[src/rtl/baccarat_pkg.sv]
// Shared types and helpers for the baccarat deal sequencer and its score logic.
// Rank encoding: 0 = no card, 1..13 = A..K.
package baccarat_pkg;

   typedef enum logic [2:0] {
      DEAL_P1,
      DEAL_B1,
      DEAL_P2,
      DEAL_B2,
      DECIDE,
      BANK3,
      RESULT,
      DONE
   } deal_state_t;

   localparam logic [3:0] CARD_NONE = 4'd0;
   localparam logic [3:0] CARD_MIN  = 4'd1;
   localparam logic [3:0] CARD_MAX  = 4'd13;

   // Baccarat point value of a rank: A..9 count face value, 10/J/Q/K count zero.
   function automatic logic [3:0] card_value(input logic [3:0] rank);
      logic [3:0] value;
      value = 4'd0;
      if (rank >= CARD_MIN && rank <= 4'd9) value = rank;
      return value;
   endfunction

endpackage

[src/rtl/card_counter.sv]
// Free-running rank source: cycles 1..13 every clock, restarting at 1 on reset.
module card_counter
   import baccarat_pkg::*;
(
   input  logic       clk,
   input  logic       reset,
   output logic [3:0] card
);

   logic [3:0] count_q;
   logic [3:0] count_d;

   always_comb begin
      count_d = (count_q == CARD_MAX) ? CARD_MIN : count_q + 4'd1;
   end

   // NOTE: sequential state uses non-blocking assignments so every flop samples pre-edge values.
   always_ff @(posedge clk) begin
      if (reset) count_q <= CARD_MIN;
      else       count_q <= count_d;
   end

   assign card = count_q;

endmodule

[src/rtl/baccarat_dealer.sv]
// Deals one baccarat hand from the rank counter, applies the third-card rules
// using externally computed hand scores, and latches the winner.
module baccarat_dealer
   import baccarat_pkg::*;
(
   input  logic       clk,
   input  logic       reset,
   input  logic       step,
   input  logic [3:0] pscore,
   input  logic [3:0] bscore,
   output logic [3:0] pcard1,
   output logic [3:0] pcard2,
   output logic [3:0] pcard3,
   output logic [3:0] bcard1,
   output logic [3:0] bcard2,
   output logic [3:0] bcard3,
   output logic       player_win,
   output logic       banker_win,
   output logic       done
);

   deal_state_t state_q, state_d;
   logic [3:0]  card;
   logic [3:0]  pcard1_q, pcard1_d, pcard2_q, pcard2_d, pcard3_q, pcard3_d;
   logic [3:0]  bcard1_q, bcard1_d, bcard2_q, bcard2_d, bcard3_q, bcard3_d;
   logic        player_win_q, player_win_d;
   logic        banker_win_q, banker_win_d;
   logic        done_q, done_d;

   card_counter u_card_counter (
      .clk   (clk),
      .reset (reset),
      .card  (card)
   );

   // Banker's third-card tableau, given the banker total and the player's third-card value.
   function automatic logic banker_draws(input logic [3:0] bs, input logic [3:0] v);
      logic draw;
      draw = 1'b0;
      case (bs)
         4'd0, 4'd1, 4'd2: draw = 1'b1;
         4'd3:             draw = (v != 4'd8);
         4'd4:             draw = (v >= 4'd2) && (v <= 4'd7);
         4'd5:             draw = (v >= 4'd4) && (v <= 4'd7);
         4'd6:             draw = (v >= 4'd6) && (v <= 4'd7);
         default:          draw = 1'b0;
      endcase
      return draw;
   endfunction

   always_comb begin
      // NOTE: every _d defaults to its _q first, so no path through the case can infer a latch.
      state_d      = state_q;
      pcard1_d     = pcard1_q;
      pcard2_d     = pcard2_q;
      pcard3_d     = pcard3_q;
      bcard1_d     = bcard1_q;
      bcard2_d     = bcard2_q;
      bcard3_d     = bcard3_q;
      player_win_d = player_win_q;
      banker_win_d = banker_win_q;
      done_d       = done_q;

      case (state_q)
         DEAL_P1: if (step) begin pcard1_d = card; state_d = DEAL_B1; end
         DEAL_B1: if (step) begin bcard1_d = card; state_d = DEAL_P2; end
         DEAL_P2: if (step) begin pcard2_d = card; state_d = DEAL_B2; end
         DEAL_B2: if (step) begin bcard2_d = card; state_d = DECIDE;  end
         DECIDE: begin
            if (step) begin
               if (pscore >= 4'd8 || bscore >= 4'd8) begin
                  state_d = RESULT;
               end else if (pscore <= 4'd5) begin
                  pcard3_d = card;
                  state_d  = BANK3;
               end else begin
                  if (bscore <= 4'd5) bcard3_d = card;
                  state_d = RESULT;
               end
            end
         end
         BANK3: begin
            if (step) begin
               if (banker_draws(bscore, card_value(pcard3_q))) bcard3_d = card;
               state_d = RESULT;
            end
         end
         // Scores here already reflect the last card loaded on the way in.
         RESULT: begin
            player_win_d = (pscore >= bscore);
            banker_win_d = (bscore >= pscore);
            done_d       = 1'b1;
            state_d      = DONE;
         end
         DONE:    state_d = DONE;
         default: state_d = DEAL_P1;
      endcase
   end

   // NOTE: only control/data flops exist here (no memories), so all of them take the reset.
   always_ff @(posedge clk) begin
      if (reset) begin
         state_q      <= DEAL_P1;
         pcard1_q     <= CARD_NONE;
         pcard2_q     <= CARD_NONE;
         pcard3_q     <= CARD_NONE;
         bcard1_q     <= CARD_NONE;
         bcard2_q     <= CARD_NONE;
         bcard3_q     <= CARD_NONE;
         player_win_q <= 1'b0;
         banker_win_q <= 1'b0;
         done_q       <= 1'b0;
      end else begin
         state_q      <= state_d;
         pcard1_q     <= pcard1_d;
         pcard2_q     <= pcard2_d;
         pcard3_q     <= pcard3_d;
         bcard1_q     <= bcard1_d;
         bcard2_q     <= bcard2_d;
         bcard3_q     <= bcard3_d;
         player_win_q <= player_win_d;
         banker_win_q <= banker_win_d;
         done_q       <= done_d;
      end
   end

   assign pcard1     = pcard1_q;
   assign pcard2     = pcard2_q;
   assign pcard3     = pcard3_q;
   assign bcard1     = bcard1_q;
   assign bcard2     = bcard2_q;
   assign bcard3     = bcard3_q;
   assign player_win = player_win_q;
   assign banker_win = banker_win_q;
   assign done       = done_q;

endmodule

[config.mk]
export PLATFORM = sky130hd
export DESIGN_NAME = baccarat_dealer
export DESIGN_NICKNAME = d
export VERILOG_FILES = /design/src/rtl/baccarat_pkg.sv /design/src/rtl/card_counter.sv /design/src/rtl/baccarat_dealer.sv
export SDC_FILE = /design/constraint.sdc
export NUM_CORES = 1
export LEC_CHECK = 0
export CAP_MARGIN = 20
export CORE_ASPECT_RATIO = 1.75
export CORE_MARGIN = 3
export CORE_UTILIZATION = 54
export CTS_CLUSTER_DIAMETER = 100
export DETAILED_ROUTE_END_ITERATION = 6
export DONT_BUFFER_PORTS = 1
export HOLD_SLACK_MARGIN = 0.06
export PLACE_DENSITY = 0.66
export SETUP_SLACK_MARGIN = 0.5
export SYNTH_ARGS = -nofsm -noshare
export SYNTH_HDL_FRONTEND = slang
export SYNTH_SLANG_ARGS = --single-unit
[constraint.sdc]
create_clock -name clk -period 3.7 [get_ports clk]
set_input_delay 0.185 -clock clk [delete_from_list [all_inputs] [get_ports clk]]
set_output_delay 0.185 -clock clk [all_outputs]
set_load 0.05 [all_outputs]
==> results.json, run 1 <==
{
  "status": "finished clean",
  "relSlewSlack_pct": 55.1,
  "starting_utilization_of_the_core_area_pct": 56.5,
  "cts.htree.levels": 2,
  "largest_net_degree_at_the_start_of_global_routing": 34,
  "cts_root_buffer": "clkbuf_8",
  "postcts_setup_bufs": 0,
  "cts_inserted_buffers": 5,
  "syn_area_um2": 1540,
  "cpLargestDelayFamily": "flip-flops",
  "worst_setup_hold_path_clk_slew_ns": 0.07,
  "reg2reg_from": "pcard3[2]$_SDFFE_PP0P_",
  "cell_type_of_the_slowest_stage_on_the_worst_timing_path": "dfxtp_1",
  "synth_largest_area_cell": "dfxtp_1",
  "area_delta_synth_final_pct": 7.17,
  "wl_um": 3000,
  "avgSynthCellArea_um2": 9.43,
  "place_worst_setup_slack_ns": 1.73,
  "clock-sinks": 34,
  "timing.max_cap.violations": 0,
  "achievable-frequency_ghz": 0.503,
  "ys.flop_type": "dfxtp_1",
  "cp-end-kind": "flip-flop",
  "antenna_violating_nets_post_route": 0,
  "routabilityCongestion": 0.683,
  "power_density_nw_per_um2": 454,
  "io_buffer_count": 0,
  "fin_setup_tns_ns": 0,
  "detail_route.drc_violations": 0,
  "crit_buf_inv": 0,
  "insertion_delay_ns": 0.28,
  "tritoncts": "built",
  "wire_length_of_the_first_global_routing_pass_um": 4860,
  "final_layout_size_suffix_gt1_share_pct": 9.88,
  "synth_fp_nets": 180,
  "die_y_um": 76.6,
  "rows": 25,
  "cts_resized": 0,
  "holdPathStages": 2,
  "avgViaCountPerCell": 5.72,
  "core_region_um2": 2720,
  "fin_ws_ns": 1.71,
  "async_flop_share_pct": 0,
  "worst_clock_skew_ns": 0.00449,
  "drv_slew": 0,
  "fillCellCount": 246,
  "synth_cell_type_count": 33,
  "ys_warn_count": 0,
  "worstHoldPathType": "input pin to flip-flop",
  "initialDrtViolationCount": 11,
  "critPathMaxStageDelay_ns": 0.67,
  "fp.dieArea_um2": 3550,
  "design.portCount": 38,
  "dp.final_hpwl_um": 2210,
  "postCtsHoldBufs": 1,
  "whs_endpoint": "state_q[1]$_SDFFE_PP0P_",
  "netlist_top_cells_area": "dfxtp_1 44%, mux2i_1 14%, nor2_1 8.1%",
  "first_global_vias": 1063,
  "dr_total_vias": 1081,
  "crit_path_start_kind": "flip-flop",
  "fin_crit_ns": 1.99,
  "netlist_instances": 163,
  "timing.critical_path.fanout_max": 4,
  "final_net_count": 178,
  "timing.critical_path.arrival_ns": 2.15,
  "worst-r2r-cell-count": 5,
  "grt_setup_unrepaired": "false",
  "antenna_cells_inserted": 0,
  "worstSetupPathType": "flip-flop to flip-flop",
  "synth_seq_area_share_pct": 44.3,
  "path_cells": "or3b_4 -> a2111oi_4 -> a211oi_4 -> mux2i_1 -> nor2_1",
  "finalSetupViolCount": 0,
  "detail_route.wl_per_cell_um": 15.9,
  "hold_path_startpoint": "step",
  "power.leakage_nw": 0.699,
  "synth_edf_count": 0,
  "clk_path_buf_depth": 2,
  "drt_first_pass_iters": 3,
  "worst_ep_required_time_ns": 3.86,
  "synth_top_cell_area_share_pct": 44.3,
  "timing.final.crit_share_pct": 53.7,
  "grt_usage_pct": 18.9,
  "most_numerous_cell_in_the_yosys_netlist": "dfxtp_1",
  "r2r_setup_slack_ns": 1.71,
  "post_synth_most_frequent_cells": "34 x dfxtp_1, 33 x nor2_1, 22 x mux2i_1",
  "vdd_drop_max_uv": 341,
  "antenna_found_initial": 0,
  "die_w_um": 46.3,
  "ys_ff_latch": 34,
  "grt_overflow_total": 0,
  "worst_slew_pin_slew_ns": 0.668,
  "finalHoldViolations": 0,
  "timing.rr.end": "bcard3[3]$_SDFFE_PP0P_"
}
[flip-flops by register name (all words and copies together) (netlist names)]
register and flops:
banker_win 1, bcard1 4, bcard2 4, bcard3 4, done 1, pcard1 4
pcard2 4, pcard3 4, player_win 1, state_q 3, u_card_counter.card 4
[how the worst max path moves through the flow]
stage / cells after the start / endpoint / start / slack (ns)
finish: 5 / bcard3[3]$_SDFFE_PP0P_ / pcard3[2]$_SDFFE_PP0P_ / 1.71
global route: 5 / bcard3[1]$_SDFFE_PP0P_ / pcard3[2]$_SDFFE_PP0P_ / 1.60
CTS: 5 / bcard3[3]$_SDFFE_PP0P_ / pcard3[2]$_SDFFE_PP0P_ / 1.67
detailed placement: 5 / bcard3[1]$_SDFFE_PP0P_ / pcard3[2]$_SDFFE_PP0P_ / 1.73
global placement: 5 / bcard3[0]$_SDFFE_PP0P_ / pcard3[2]$_SDFFE_PP0P_ / 1.77
floorplan: 5 / bcard3[0]$_SDFFE_PP0P_ / pcard3[2]$_SDFFE_PP0P_ / 1.80
[cells in the final DEF, fill, tap and decap left out, drive strengths merged, types with 2 or more instances in the layout]
cell / n
nor3: 4
o21ai: 3
nor2b: 2
a21oi: 7
nor4bb: 2
or3b: 2
clkbuf: 6
mux2i: 22
nand2: 3
nor2: 33
inv: 9
a211oi: 4
dfxtp: 34
a221oi: 2
ha: 6
a21o: 2
a31oi: 2
nand2b: 4
[layer usage]
| metal | global-route usage (%) | wire, µm |
|---|---|---|
| met5 | 0 | 0 |
| met4 | 9.40 | 70 |
| met3 | 6.86 | 194 |
| met2 | 30.2 | 1590 |
| met1 | 20.6 | 1140 |
[where the power goes]
group / total [mW] / switching, mW / internal, mW
clock: 0.285 / 0.135 / 0.149
combinational: 0.0550 / 0.0291 / 0.0258
sequential: 0.408 / 0.0321 / 0.376
[layout make-up]
| class | instances | area (µm²) | share of cell area, % |
|---|---|---|---|
| Multi-Input combinational cell | 109 | 778 | 47.3 |
| Inverter | 9 | 33.8 | 2.05 |
| Sequential cell | 34 | 681 | 41.3 |
| Tap cell | 27 | 33.8 | 2.05 |
| Clock inverter | 2 | 12.5 | 0.760 |
| Timing Repair Buffer | 2 | 25.0 | 1.52 |
| Clock buffer | 6 | 82.6 | 5.02 |
[worst register-to-register path: stages, from the launching register on]
cell and delay [ns]:
dfxtp_1 0.67, or3b_4 0.46, a2111oi_4 0.40, a211oi_4 0.11
mux2i_1 0.17, nor2_1 0.06
[kinds of logic (layout without fill, tap and decap cells)]
family | Yosys count | count (layout) | share of synthesized area (%)
AOI/OAI and AO/OA | 23 | 23 | 11.9
muxes | 22 | 22 | 14.3
and+or+nand+nor | 58 | 58 | 19.5
buffers and inverters | 20 | 19 | 5.05
adders and majority gates | 6 | 6 | 4.89
DFF | 34 | 34 | 44.3
[metrics by stage]
stage | std cells | area (µm²) | util [%] | hold WS [ns] | power [mW]
global route | 189 | 1650 | 60.5 | 0.103 | 0.778
floorplan | 163 | 1540 | - | 0.360 | 0.457
finish | 189 | 1650 | 60.5 | 0.0787 | 0.748
detailed placement | 179 | 1530 | 56.1 | 0.262 | 0.464
global placement | 179 | 1530 | 56.1 | 0.258 | 0.462
CTS | 188 | 1630 | 60.0 | 0.0807 | 0.753
Power figures use the tool's default switching activity.
==> run 2, diff against run 1 <==
--- a/config.mk
+++ b/config.mk
@@ -13,7 +13,7 @@
 export DETAILED_ROUTE_END_ITERATION = 6
 export DONT_BUFFER_PORTS = 1
 export HOLD_SLACK_MARGIN = 0.06
-export PLACE_DENSITY = 0.66
+export PLACE_DENSITY = 0.69
 export SETUP_SLACK_MARGIN = 0.5
 export SYNTH_ARGS = -nofsm -noshare
 export SYNTH_HDL_FRONTEND = slang
==> constraint.sdc (replaced) <==
create_clock -name clk -period 1.8 [get_ports clk]
set_input_delay 0.09 -clock clk [delete_from_list [all_inputs] [get_ports clk]]
set_output_delay 0.09 -clock clk [all_outputs]
set_load 0.05 [all_outputs]
==> run 2 against run 1 <==
- the flow now finishes with violations (hold timing)
- sequential share of layout area decreased by 2.1 points
- combinational power increased by 110%
- power increased by 96%
- first-iteration DRC count increased by 110%
- via count increased by 6.4%
- final cell count increased by 5.3%
- clock-buffer cell count increased by 1
- clock power increased by 79%
- critical path depth unchanged
- sequential power increased by 100%
- die area unchanged
- design area increased by 9.1%
- highest routed layer unchanged
==> results.json, run 2 (synthesis gave the netlist of run 1 again) <==
{
  "worst_slew_pin_slew_ns": 0.525,
  "total_instance_count_after_detailed_placement": 185,
  "fin_crit_ns": 1.57,
  "timing.hold.ws_ns": -0.138,
  "timing.max_cap.violations": 0,
  "finalHoldViolations": 34,
  "worst_setup_hold_path_clk_slew_ns": 0.06,
  "layout_commonest_cell": "nor2_1",
  "core_region_um2": 2720,
  "power_density_nw_per_um2": 814,
  "timing.critical_path.arrival_ns": 1.74,
  "final_core_util_pct": 66.0,
  "worst_ep_required_time_ns": 1.97,
  "wl_um": 3160,
  "starting_utilization_of_the_core_area_pct": 56.5,
  "rows": 25,
  "antenna_cells_inserted": 0,
  "timing.critical_path.fanout_max": 4,
  "die_w_um": 46.3,
  "cp-end-kind": "flip-flop",
  "initialDrtViolationCount": 23,
  "area_delta_synth_final_pct": 16.9,
  "dr_total_vias": 1150,
  "drt_first_pass_iters": 4,
  "power.leakage_nw": 0.761,
  "vdd_drop_max_uv": 687,
  "final_layout_size_suffix_gt1_share_pct": 24.4,
  "io_buffer_count": 0,
  "path_cells": "or3b_4 -> a2111oi_4 -> a211oi_4 -> mux2i_1 -> nor2_1",
  "insertion_delay_ns": 0.28,
  "final_net_count": 189,
  "worstHoldPathType": "input pin to flip-flop",
  "cts_inserted_buffers": 5,
  "antenna_violating_nets_post_route": 0,
  "antenna_found_initial": 0,
  "die_y_um": 76.6,
  "dp.final_hpwl_um": 2310,
  "commonest_cells_after_routing_fill_and_taps_aside": "33 x nor2_1, 25 x dfxtp_1, 21 x mux2i_1",
  "largest_net_degree_at_the_start_of_global_routing": 34,
  "cell_type_of_the_slowest_stage_on_the_worst_timing_path": "or3b_4",
  "achievable-frequency_ghz": 0.636,
  "cts.htree.levels": 2,
  "crit_path_start_kind": "flip-flop",
  "failed_checks": "hold timing",
  "layoutNonFillerInstCount": 199,
  "wire_length_of_the_first_global_routing_pass_um": 5180,
  "status": "finished, violations left",
  "finalSetupViolCount": 0,
  "clock-sinks": 34,
  "fin_setup_tns_ns": 0,
  "worst_clock_skew_ns": 0.00720,
  "detail_route.wl_per_cell_um": 15.9,
  "routabilityCongestion": 0.804,
  "cts_root_buffer": "clkbuf_8",
  "fp.dieArea_um2": 3550,
  "relSlewSlack_pct": 65.0,
  "avgViaCountPerCell": 5.78,
  "grt_setup_unrepaired": "true",
  "design.portCount": 38,
  "detail_route.drc_violations": 0,
  "power_mw": 1.46,
  "worstSetupPathType": "flip-flop to flip-flop",
  "clk_path_buf_depth": 2,
  "critPathMaxStageDelay_ns": 0.40,
  "tritoncts": "built",
  "drv_slew": 0,
  "grt_overflow_total": 0,
  "grt_usage_pct": 19.9,
  "first_global_vias": 1147,
  "timing.final.crit_share_pct": 87.3
}
-- run 2: cell count changes in the layout (fill, tap and decap cells not counted), moves of 2 or more --
cell / change
buf_4: +11
clkbuf_1: +2
dfxtp_1: -9
dfxtp_2: +4
dfxtp_4: +5
nand2b_1: -2
nand2b_4: +2
nor3_1: -2
nor3_4: +3
-- run 2: critical path: cells and delay by family (launching register included) --
kind / cells / cell delay (ns)
mux: 1 / 0.19
compound gates: 2 / 0.49
flops: 1 / 0.33
simple gates: 2 / 0.46
-- run 2: final timing paths --
path                            from                      end  slack (ns)  cells after the start
min                            reset   pcard3[2]$_SDFFE_PP0P_       -0.14                      1
min reg2reg  player_win$_SDFFE_PP0N_  player_win$_SDFFE_PP0N_        0.50                      2
max reg2reg   pcard3[3]$_SDFFE_PP0P_   bcard3[0]$_SDFFE_PP0P_        0.23                      5
max           pcard3[3]$_SDFFE_PP0P_   bcard3[0]$_SDFFE_PP0P_        0.23                      5
-- run 2: per-layer routing --
| metal | GRT usage, % | routed length [µm] | vias up |
|---|---|---|---|
| met5 | 0 | 0 | - |
| met4 | 9.40 | 93 | 0 |
| met3 | 6.15 | 200 | 9 |
| met2 | 33.0 | 1760 | 32 |
| met1 | 21.4 | 1110 | 536 |
| li1 | - | - | 573 |
-- run 2: what timing repair did --
| action | in CTS | in global routing |
|---|---|---|
| pin swaps | 0 | 6 |
| endpoints found under the hold margin | 34 | 34 |
| endpoints found under the setup margin | 28 | 30 |
| gates resized for setup | 8 | 13 |
| setup buffers | 2 | 5 |
-- run 2: cell type report --
type                    count  area (µm²)
clock buffers               7        76.3
fillers                   253         925
inverters                   9        33.8
multi-input cells         109         850
flip-flops and latches     34         704
well taps                  27        33.8
repair buffers             13        98.8
-- run 2: power by group --
part	switching, mW	internal (mW)	total, mW
clock	0.244	0.266	0.510
sequential	0.0660	0.769	0.835
combinational	0.0577	0.0600	0.118
-- run 2: per-stage QoR --
step,worst slack (ns),instance area [µm²],hold WS (ns)
after CTS,0.249,1710,-0.138
after detailed placement,0.244,1590,0.158
after floorplan,0.222,1550,0.258
after global routing,0.199,1800,-0.146
after global placement,0.324,1590,0.157
final,0.228,1800,-0.138
